==> src/rtl/ps2_pkg.sv <==
// PS/2 receiver shared definitions.
// Contents: receive FSM state type, data-bit count, idle line level.
package ps2_pkg;

    localparam int   PS2_DATA_BITS  = 8;
    localparam logic PS2_IDLE_LEVEL = 1'b1;

    typedef enum logic [1:0] {
        ST_IDLE,
        ST_DATA,
        ST_PARITY,
        ST_STOP
    } ps2_state_t;

endpackage

==> src/rtl/ps2_rx_fifo.sv <==
// First-word-fall-through byte FIFO for the PS/2 receiver.
// Ports:
//   clk, reset        clock, async active-high reset
//   push, push_data   write request and byte
//   pop               read request (ignored while empty)
//   pop_data          head byte, 0 while empty
//   valid             FIFO not empty
//   overflow          one-cycle pulse, push refused because full with no pop
//   level             current occupancy
module ps2_rx_fifo
    import ps2_pkg::*;
#(
    parameter int DEPTH = 8
) (
    input  logic                     clk,
    input  logic                     reset,
    input  logic                     push,
    input  logic [PS2_DATA_BITS-1:0] push_data,
    input  logic                     pop,
    output logic [PS2_DATA_BITS-1:0] pop_data,
    output logic                     valid,
    output logic                     overflow,
    output logic [$clog2(DEPTH):0]   level
);

    localparam int AW = $clog2(DEPTH);

    logic [PS2_DATA_BITS-1:0] mem [DEPTH];
    logic [AW-1:0]            wr_ptr;
    logic [AW-1:0]            rd_ptr;
    logic [AW:0]              count;
    logic                     full;
    logic                     do_push;
    logic                     do_pop;

    assign valid    = (count != '0);
    assign full     = (count == (AW+1)'(DEPTH));
    assign do_pop   = pop && valid;
    // A pop in the same cycle frees the slot, so a full FIFO can still accept.
    assign do_push  = push && (!full || do_pop);
    assign overflow = push && !do_push;
    assign pop_data = valid ? mem[rd_ptr] : '0;
    assign level    = count;

    always_ff @(posedge clk or posedge reset) begin
        if (reset) begin
            wr_ptr <= '0;
            rd_ptr <= '0;
            count  <= '0;
        end else begin
            if (do_push) wr_ptr <= wr_ptr + 1'b1;
            if (do_pop)  rd_ptr <= rd_ptr + 1'b1;
            case ({do_push, do_pop})
                2'b10:   count <= count + 1'b1;
                2'b01:   count <= count - 1'b1;
                default: count <= count;
            endcase
        end
    end

    always_ff @(posedge clk) begin
        if (do_push) mem[wr_ptr] <= push_data;
    end

endmodule

==> src/rtl/ps2_rx.sv <==
// PS/2 device-to-host receiver: synchronizes and filters the PS/2 lines,
// decodes 11-bit frames (start, 8 data LSB first, odd parity, stop) and
// queues good bytes in a FIFO.
// Ports:
//   clk, reset             clock, async active-high reset
//   ps2_clk, ps2_data      raw PS/2 lines (asynchronous, idle high)
//   rx_data, rx_valid      FIFO head byte / not empty
//   rx_ready               consumer accept, pops when rx_valid is high
//   rx_err_parity          pulse, frame dropped for parity error
//   rx_err_frame           pulse, frame dropped for bad stop bit or timeout
//   rx_overflow            pulse, good byte dropped because FIFO full
//   fifo_level             FIFO occupancy
// Optional feature: define PS2_RX_TIMEOUT_EN to abandon a partial frame after
// TIMEOUT_CYC cycles without a falling ps2_clk edge.
//
// state     | meaning
// ----------+-------------------------------------------------
// ST_IDLE   | waiting for a start bit (fall with data low)
// ST_DATA   | shifting in the 8 data bits, LSB first
// ST_PARITY | checking odd parity against the data bits
// ST_STOP   | checking stop bit, pushing byte or flagging error
module ps2_rx
    import ps2_pkg::*;
#(
    parameter int FILTER_LEN  = 4,
    parameter int FIFO_DEPTH  = 8,
    parameter int TIMEOUT_CYC = 5000
) (
    input  logic                          clk,
    input  logic                          reset,
    input  logic                          ps2_clk,
    input  logic                          ps2_data,
    output logic [7:0]                    rx_data,
    output logic                          rx_valid,
    input  logic                          rx_ready,
    output logic                          rx_err_parity,
    output logic                          rx_err_frame,
    output logic                          rx_overflow,
    output logic [$clog2(FIFO_DEPTH):0]   fifo_level
);

    logic       clk_s1, clk_s2, dat_s1, dat_s2;
    logic       clk_filt, clk_filt_d;
    logic [3:0] filt_cnt;
    logic       fall;
    logic       timeout;

    ps2_state_t               state, state_n;
    logic [2:0]               bit_cnt, bit_cnt_n;
    logic [PS2_DATA_BITS-1:0] shift_reg, shift_n;
    logic                     par_err, par_err_n;
    logic                     push;

    always_ff @(posedge clk or posedge reset) begin
        if (reset) begin
            clk_s1 <= PS2_IDLE_LEVEL;
            clk_s2 <= PS2_IDLE_LEVEL;
            dat_s1 <= PS2_IDLE_LEVEL;
            dat_s2 <= PS2_IDLE_LEVEL;
        end else begin
            clk_s1 <= ps2_clk;
            clk_s2 <= clk_s1;
            dat_s1 <= ps2_data;
            dat_s2 <= dat_s1;
        end
    end

    // The filtered level flips only once FILTER_LEN consecutive samples
    // disagree with it; any agreeing sample restarts the run.
    always_ff @(posedge clk or posedge reset) begin
        if (reset) begin
            clk_filt   <= PS2_IDLE_LEVEL;
            clk_filt_d <= PS2_IDLE_LEVEL;
            filt_cnt   <= '0;
        end else begin
            clk_filt_d <= clk_filt;
            if (clk_s2 == clk_filt) begin
                filt_cnt <= '0;
            end else if (filt_cnt == 4'(FILTER_LEN - 1)) begin
                clk_filt <= clk_s2;
                filt_cnt <= '0;
            end else begin
                filt_cnt <= filt_cnt + 1'b1;
            end
        end
    end

    assign fall = clk_filt_d && !clk_filt;

`ifdef PS2_RX_TIMEOUT_EN
    localparam int TW = $clog2(TIMEOUT_CYC + 1);
    logic [TW-1:0] to_cnt;

    always_ff @(posedge clk or posedge reset) begin
        if (reset) begin
            to_cnt <= '0;
        end else if (fall || state == ST_IDLE) begin
            to_cnt <= '0;
        end else begin
            to_cnt <= to_cnt + 1'b1;
        end
    end

    // Fires exactly TIMEOUT_CYC cycles after the last fall event.
    assign timeout = (state != ST_IDLE) && !fall && (to_cnt == TW'(TIMEOUT_CYC - 1));
`else
    localparam int timeout_unused = TIMEOUT_CYC;
    assign timeout = 1'b0;
`endif

    always_ff @(posedge clk or posedge reset) begin
        if (reset) begin
            state     <= ST_IDLE;
            bit_cnt   <= '0;
            shift_reg <= '0;
            par_err   <= 1'b0;
        end else begin
            state     <= state_n;
            bit_cnt   <= bit_cnt_n;
            shift_reg <= shift_n;
            par_err   <= par_err_n;
        end
    end

    always_comb begin
        state_n       = state;
        bit_cnt_n     = bit_cnt;
        shift_n       = shift_reg;
        par_err_n     = par_err;
        push          = 1'b0;
        rx_err_parity = 1'b0;
        rx_err_frame  = 1'b0;
        if (timeout) begin
            state_n      = ST_IDLE;
            rx_err_frame = 1'b1;
        end else if (fall) begin
            case (state)
                ST_IDLE: begin
                    if (!dat_s2) begin
                        state_n   = ST_DATA;
                        bit_cnt_n = '0;
                        par_err_n = 1'b0;
                    end
                end
                ST_DATA: begin
                    shift_n   = {dat_s2, shift_reg[PS2_DATA_BITS-1:1]};
                    bit_cnt_n = bit_cnt + 1'b1;
                    if (bit_cnt == 3'(PS2_DATA_BITS - 1)) state_n = ST_PARITY;
                end
                ST_PARITY: begin
                    par_err_n = ~(^{shift_reg, dat_s2});
                    state_n   = ST_STOP;
                end
                ST_STOP: begin
                    state_n = ST_IDLE;
                    if (par_err)     rx_err_parity = 1'b1;
                    else if (dat_s2) push          = 1'b1;
                    else             rx_err_frame  = 1'b1;
                end
                default: state_n = ST_IDLE;
            endcase
        end
    end

    ps2_rx_fifo #(
        .DEPTH (FIFO_DEPTH)
    ) u_fifo (
        .clk       (clk),
        .reset     (reset),
        .push      (push),
        .push_data (shift_reg),
        .pop       (rx_ready),
        .pop_data  (rx_data),
        .valid     (rx_valid),
        .overflow  (rx_overflow),
        .level     (fifo_level)
    );

endmodule
==> config.mk <==
export PLATFORM = sky130hd
export DESIGN_NAME = ps2_rx
export DESIGN_NICKNAME = d
export VERILOG_FILES = /design/src/rtl/ps2_pkg.sv /design/src/rtl/ps2_rx_fifo.sv /design/src/rtl/ps2_rx.sv
export SDC_FILE = /design/constraint.sdc
export NUM_CORES = 1
export LEC_CHECK = 0
export BUFFER_PORTS_ARGS = -buffer_cell sky130_fd_sc_hd__buf_2
export CORE_MARGIN = 1.5
export CORE_UTILIZATION = 40
export CTS_BUF_LIST = sky130_fd_sc_hd__clkbuf_8
export DETAILED_ROUTE_END_ITERATION = 10
export GPL_ROUTABILITY_DRIVEN = 1
export PLACE_DENSITY = 0.59
export SKIP_LAST_GASP = 1
export SLEW_MARGIN = 40
export SYNTH_ARGS = -nofsm -noshare
export SYNTH_HDL_FRONTEND = slang
export SYNTH_SLANG_ARGS = --single-unit
==> constraint.sdc <==
create_clock -name clk -period 3 [get_ports clk]
set_input_delay 0.45 -clock clk [delete_from_list [all_inputs] [get_ports clk]]
set_output_delay 0.45 -clock clk [all_outputs]
set_load 0.01 [all_outputs]
Yosys cells after proc, flatten, opt, wreduce, memory -nomap -nowiden --
Memories as Yosys holds them, arrays and structs flattened. Index checks and enable logic that the tools add are counted.
Storage, ports and cells: bits of input ports 5, bits in writable memories 64, latch bits 0, bits in registers 34, memories kept 1, ROM bits 0
Memories:
- u_fifo.mem | depth 8, width 8, read ports 1, clocked after memory_dff 0, write ports 1, RTL line ps2_rx_fifo.sv:28 | logic [PS2_DATA_BITS-1:0] mem [DEPTH];
Cells by class: bitwise gates (word level) 2, reduce and logical (&&, ||, !) cells 19, mux-type cells 24, shift operators 0, $mul 0, div/mod/pow operators 0, $lt $le $gt $ge 0, add/sub/neg operators 6, equal/unequal tests 11
Operators by type and width (count):
- $mux 1 | 14
- $add 3x1->3 const B | 3
- $reduce_and 3->1 | 3
- $reduce_xor 9->1 | 1
- $add 4x1->4 const B | 2
- $mux 4 | 2
- $mux 8 | 1
- $pmux 2 s4 | 1
- $pmux 4 s2 | 1
- $eq 2x2->1 const B | 3
- $pmux 3 s2 | 1
- $reduce_bool 2->1 | 3
- $eq 2x1->1 const B | 2
- $eq 4x2->1 const B | 1
- $eq 4x4->1 const B | 1
- $logic_and 1x1->1 | 4
- $mux 2 | 2
- $ne 2x2->1 const B | 2
- $reduce_and 2->1 | 2
- $reduce_bool 4->1 | 1
- $sub 4x1->4 const B | 1
- $eq 3x3->1 const B | 1
- $logic_not 1->1 | 3
- $mux 3 | 1
- 5 further kinds | 6

Longest topological paths before layout --
depth in word-level cells 7, mapped depth 12, depth with buffers taken out 11

By module --
Synthesis repeated with hierarchy kept, for this count alone.
Unflattened totals: cells, all modules 257, area, all modules 4247.8 um2
By module, submodules not included:
- ps2_rx_fifo | area each 3151.8 um2, instances 1, cells each 176
- ps2_rx | area each 1096.1 um2, instances 1, cells each 81

Worst setup path after synthesis --
Ideal clock, no wire load.
path kind register -> register, start register u_fifo.count[0], in the netlist u_fifo.level[0], end register u_fifo.count[2], in the netlist u_fifo.level[2], data arrival time 2.392 ns, period minus slack after synthesis 2.521 ns, slack 0.479 ns, cell stages (with the launch flop) 13, data required time 2.871 ns, path buffers 1, path through dfrtp_1 or3_4 nor2_8 inv_4 and2_4 buf_6 ha_1 xor2_1 ha_1 a21oi_1 xor2_1 nor2_1 xor2_1
On the way: cells in the longest elaborated chain, start to end 6, elaborated cells between the ends (all ways) 12, those cells by class 2 x add/sub; 3 x eq/ne; 1 x mux; 6 x reduce/logical
Ends and longest elaborated chain:
- from (decl) | RTL line ps2_rx_fifo.sv:31 | logic [AW:0] count;
- from (signal assigned) | RTL line ps2_rx_fifo.sv:54 | 2'b10: count <= count + 1'b1;
- from (signal assigned) | RTL line ps2_rx_fifo.sv:55 | 2'b01: count <= count - 1'b1;
- from (signal assigned) | RTL line ps2_rx_fifo.sv:56 | default: count <= count;
- $reduce_bool 4->1 * | RTL line ps2_rx_fifo.sv:36 | assign valid = (count != '0);
- net rx_valid | RTL line ps2_rx.sv:34 | output logic rx_valid,
- $logic_and 1x1->1 * | RTL line ps2_rx_fifo.sv:38 | assign do_pop = pop && valid;
- net u_fifo.do_pop | RTL line ps2_rx_fifo.sv:34 | logic do_pop;
- $logic_or 1x1->1 | RTL line ps2_rx_fifo.sv:40 | assign do_push = push && (!full || do_pop);
- $logic_and 1x1->1 | RTL line ps2_rx_fifo.sv:40
- $eq 2x1->1 or $eq 2x2->1 (tied branches) | RTL line ps2_rx_fifo.sv:53 | case ({do_push, do_pop})
- $pmux 4 s2 or $reduce_bool 2->1 (tied branches)
The timed path passes the listed nets; every way through them passes the cells marked *. A chain may end at the register's enable or synchronous reset.

Final worst setup path --
start register u_fifo.count[1], in the netlist u_fifo.level[1], end register u_fifo.count[2], in the netlist u_fifo.level[2]
On the way: cells in the longest elaborated chain, start to end 6, elaborated cells between the ends (all ways) 12, those cells by class 2 x add/sub; 3 x eq/ne; 1 x mux; 6 x reduce/logical
Ends and longest elaborated chain (RTL line):
- $eq 4x4->1 or $reduce_bool 4->1 (tied branches) | ps2_rx_fifo.sv:37, ps2_rx_fifo.sv:36
- $logic_not 1->1 or $logic_and 1x1->1 (tied branches) | ps2_rx_fifo.sv:40, ps2_rx_fifo.sv:38
- $logic_or 1x1->1 | ps2_rx_fifo.sv:40
- $logic_and 1x1->1 | ps2_rx_fifo.sv:40
- $eq 2x1->1 or $eq 2x2->1 (tied branches) | ps2_rx_fifo.sv:53
- $pmux 4 s2 or $reduce_bool 2->1 (tied branches)
Parallel ways exist; a longest one is shown, timed or not.

==> flow_summary.html <==
<table>
<tr><th>Metric</th><th>Value</th></tr>
<tr><th colspan="2">Outcome</th></tr>
<tr><td>Outcome</td><td>completed</td></tr>
<tr><th colspan="2">Detailed routing</th></tr>
<tr><td>Vias/cell</td><td>4.914</td></tr>
<tr><td>Number of DRC markers in iteration 0</td><td>98</td></tr>
<tr><td>Wire length on met2</td><td>3.452 mm</td></tr>
<tr><td>Post-route ant nets</td><td>0</td></tr>
<tr><td>Top routing layer in use</td><td>met4</td></tr>
<tr><td>DRC</td><td>0</td></tr>
<tr><td>Routed length on met1</td><td>3.354 mm</td></tr>
<tr><td>WL met3</td><td>319 um</td></tr>
<tr><td>Vias post-DR</td><td>2064</td></tr>
<tr><td>Routed wire length per instance</td><td>17.08 um</td></tr>
<tr><td>First-pass DRT Iterations</td><td>5</td></tr>
<tr><td>Total Wirelength</td><td>7.173 mm</td></tr>
<tr><th colspan="2">Worst setup path</th></tr>
<tr><td>Stage delay of the slowest cell on the critical path</td><td>0.47 ns</td></tr>
<tr><td>CP startpoint kind</td><td>flop</td></tr>
<tr><td>Crit path buf inv count</td><td>1</td></tr>
<tr><td>Type of the setup path with the least slack</td><td>flop to flop</td></tr>
<tr><td>Cell family with most CP delay</td><td>simple AND/OR/NAND/NOR gates</td></tr>
<tr><td>CP arrival</td><td>2.79 ns</td></tr>
<tr><td>Critical Path Start</td><td>u_fifo.level[1]</td></tr>
<tr><td>Cell type with the highest occurrence count on the critical path</td><td>sky130_fd_sc_hd__xor2_1</td></tr>
<tr><td>Critical R2R Launch</td><td>u_fifo.level[1]</td></tr>
<tr><td>Ordered list of cells on the worst path</td><td>or3_4 &gt; nor2_8 &gt; inv_4 &gt; and2_4 &gt; ha_1 &gt; xor2_1 &gt; ha_1 &gt; a21oi_1 &gt; xor2_1 &gt; nor2_1 &gt; xor2_1</td></tr>
<tr><td>Slowest stage cell, crit path</td><td>sky130_fd_sc_hd__dfrtp_1</td></tr>
<tr><td>Critical Path Sink Type</td><td>flop</td></tr>
<tr><td>Crit Path Max Fanout</td><td>9</td></tr>
<tr><td>Data required time of the critical path</td><td>3.23 ns</td></tr>
<tr><th colspan="2">Layout</th></tr>
<tr><td>Most common cell after layout, fill and taps aside</td><td>sky130_fd_sc_hd__edfxtp_1</td></tr>
<tr><td>Final cell area excluding filler cells</td><td>4750 sq um</td></tr>
<tr><td>Most used cells in the layout excluding fill and tap cells</td><td>sky130_fd_sc_hd__edfxtp_1 (64), sky130_fd_sc_hd__dfrtp_1 (27), sky130_fd_sc_hd__buf_2 (20)</td></tr>
<tr><td>Count of non-filler cells in the finished layout</td><td>420</td></tr>
<tr><td>Fraction of final layout cells with drive strength greater than 1</td><td>0.3556</td></tr>
<tr><td>Net total in the final layout</td><td>296</td></tr>
<tr><td>Post-synthesis to final-layout area growth</td><td>14.13%</td></tr>
<tr><td>Antenna diode instance count</td><td>0</td></tr>
<tr><td>Final Util</td><td>0.4642</td></tr>
<tr><td>Flip-flop count of the largest register, all copies and words added</td><td>64</td></tr>
<tr><th colspan="2">Synthesis</th></tr>
<tr><td>Synth async-reset ratio</td><td>0.3469</td></tr>
<tr><td>Area of the mapped netlist</td><td>4161 sq um</td></tr>
<tr><td>Total of flip-flops plus latches after synthesis</td><td>98</td></tr>
<tr><td>Part of the Yosys area used for sequential elements</td><td>0.6681</td></tr>
<tr><td>Total nets after synthesis</td><td>257</td></tr>
<tr><td>Mean cell area of the mapped netlist</td><td>17.34 sq um</td></tr>
<tr><td>Most common flop cell mapped by yosys</td><td>sky130_fd_sc_hd__edfxtp_1</td></tr>
<tr><td>Synth warn</td><td>0</td></tr>
<tr><td>Post-synth EDFFs</td><td>64</td></tr>
<tr><td>Cell count after synthesis</td><td>240</td></tr>
<tr><td>Count of unique library cells instantiated by Yosys</td><td>42</td></tr>
<tr><th colspan="2">GRT</th></tr>
<tr><td>Number of global-route vias before repair</td><td>2149</td></tr>
<tr><td>Number of antenna violations at the first check in global routing</td><td>0</td></tr>
<tr><td>Global-route wire length before repair</td><td>11.57 mm</td></tr>
<tr><td>Sum of overflow across all layers after global routing</td><td>0</td></tr>
<tr><td>Largest net degree at the start of global routing</td><td>23</td></tr>
<tr><td>GR Util All Layers</td><td>0.1417</td></tr>
<tr><th colspan="2">Pwr</th></tr>
<tr><td>Lkg Pwr</td><td>1.850 nW</td></tr>
<tr><td>Total power divided by cell area</td><td>889.7 nW/um^2</td></tr>
<tr><td>Worst VDD drop</td><td>0.3888 mV</td></tr>
<tr><td>Power after layout</td><td>4.226 mW</td></tr>
<tr><th colspan="2">Hold path</th></tr>
<tr><td>Class of the most critical hold timing path</td><td>primary input to async pin</td></tr>
<tr><th colspan="2">Timing</th></tr>
<tr><td>Worst Max-Slew Pin Slew</td><td>0.5870 ns</td></tr>
<tr><td>Crit path time final</td><td>2.556 ns</td></tr>
<tr><td>Final Max Tran Viols</td><td>0</td></tr>
<tr><td>Total negative slack</td><td>0 ns</td></tr>
<tr><td>Final setup viols</td><td>0</td></tr>
<tr><td>Period Utilization, post-route</td><td>0.8521</td></tr>
<tr><td>RSZ-0062 raised after global routing</td><td>false</td></tr>
<tr><td>Count of endpoints failing hold in the final timing report</td><td>0</td></tr>
<tr><td>Rel. slew slack</td><td>0.6087</td></tr>
<tr><td>Top achievable clock speed</td><td>391.2 MHz</td></tr>
<tr><td>Final setup skew</td><td>0.01564 ns</td></tr>
<tr><th colspan="2">Floorplanning</th></tr>
<tr><td>Total die area</td><td>11030 sq um</td></tr>
<tr><td>Die height</td><td>105 um</td></tr>
<tr><td>Die extent in x</td><td>105 um</td></tr>
<tr><td>Num rows</td><td>37</td></tr>
<tr><td>Starting density of the core</td><td>0.4068</td></tr>
<tr><td>Area of the core region</td><td>10230 sq um</td></tr>
<tr><td>Number of I/O pins</td><td>21</td></tr>
<tr><th colspan="2">Clock network</th></tr>
<tr><td>Post-cts resize count</td><td>0</td></tr>
<tr><td>Clock latency of the later-clocked register in the worst-skew pair</td><td>0.35 ns</td></tr>
<tr><td>H-Tree Level Count</td><td>3</td></tr>
<tr><td>Post-CTS Setup Repair Bufs</td><td>0</td></tr>
<tr><td>Number of buffers on the longest clock path</td><td>2</td></tr>
<tr><td>CTS sink count</td><td>98</td></tr>
<tr><td>CTS buffer count</td><td>9</td></tr>
<tr><td>Clock root buffer</td><td>sky130_fd_sc_hd__clkbuf_8</td></tr>
<tr><td>Hold-fix buffer count after cts</td><td>0</td></tr>
<tr><td>CTS tree</td><td>yes</td></tr>
<tr><td>Clock-pin slew on the worst setup and hold paths</td><td>0.10 ns</td></tr>
<tr><th colspan="2">Place</th></tr>
<tr><td>Number of buffers added on ports</td><td>20</td></tr>
<tr><td>Total cell area at the placement stage</td><td>4519 sq um</td></tr>
<tr><td>Detail Placement HPWL</td><td>4.809 mm</td></tr>
<tr><td>Gp weighted congestion</td><td>0.7135</td></tr>
<tr><td>Cell count after placement</td><td>404</td></tr>
<tr><th colspan="2">Run</th></tr>
<tr><td>Number of max-cap violations</td><td>0</td></tr>
</table>
kinds of logic (layout without fill, tap and decap cells):
kind of cell             after synthesis  count (layout)  synth area share
XOR/XNOR                              18              18           0.04119
AO/OA/AOI/OAI                         12              12           0.02315
buffers and inverters                 15              59           0.01684
multiplexers                          39              39            0.1482
AND/OR/NAND/NOR                       46              46           0.06644
adder cells (fa/ha/maj)               12              12           0.03608
flip-flops                            98              98            0.6681
final cells by class:
| cell class | instances | area, sq um |
|---|---|---|
| flip-flops and latches | 98 | 2781 |
| inverters | 8 | 32.53 |
| clock inverters | 7 | 100.1 |
| repair buffers | 35 | 212.7 |
| multi-input cells | 127 | 1329 |
| clock buffers | 9 | 123.9 |
| well taps | 136 | 170.2 |
| fillers | 900 | 5482 |
report_power, final:
group | switching, mW | internal [mW] | total (mW)
combinational | 0.556 | 0.703 | 1.26
clock | 0.463 | 0.479 | 0.942
sequential | 0.326 | 1.70 | 2.02
total | 1.34 | 2.88 | 4.23
Yosys cell counts, drive strengths merged, types with 2 or more instances:
cell | instances | area, sq um
and2 | 2 | 15.02
a22o | 2 | 17.52
nor3b | 3 | 22.52
dfstp | 6 | 157.7
nand3b | 2 | 15.01
ha | 12 | 150.1
nor2b | 4 | 25.02
nor2 | 14 | 68.82
or2 | 2 | 12.51
nand2b | 2 | 12.51
xnor2 | 9 | 78.83
buf | 5 | 28.78
xor2 | 8 | 70.07
inv | 8 | 32.54
nor4 | 2 | 12.51
dfrtp | 28 | 700.7
clkbuf | 2 | 8.750
mux2i | 8 | 80.08
nand2 | 5 | 18.77
mux2 | 15 | 176.4
mux4 | 16 | 360.4
o21ai | 4 | 20.02
a21oi | 3 | 15.01
nor3 | 4 | 20.02
edfxtp | 64 | 1922
layer usage:
layer  up-vias  GRT usage
li1        980          -
met1      1050     0.1899
met2        32     0.2213
met3         2    0.04242
met4         0    0.04697
met5         -          0
worst paths after layout:
path	to	slack, ns	depth (start not counted)
min reg2reg	clk_s2	0.37	0
min	filt_cnt[2]	0.1	2
max reg2reg	u_fifo.level[2]	0.44	11
max	u_fifo.level[2]	0.44	11
max in group asynchronous	u_fifo.rd_ptr[1]	2.41	3
min in group clk	clk_s1	0.19	1
through the flow:
| stage | hold WS (ns) | setup WS, ns |
|---|---|---|
| 2_1_floorplan | 0.3452 | 0.4785 |
| 3_3_place_gp | 0.3474 | 0.4820 |
| 3_5_place_dp | 0.3499 | 0.4541 |
| 4_1_cts | 0.1580 | 0.4010 |
| 5_1_grt | 0.1022 | 0.2924 |
| 6_report | 0.09630 | 0.4438 |
Note: power is estimated with default switching activity, not from simulation.
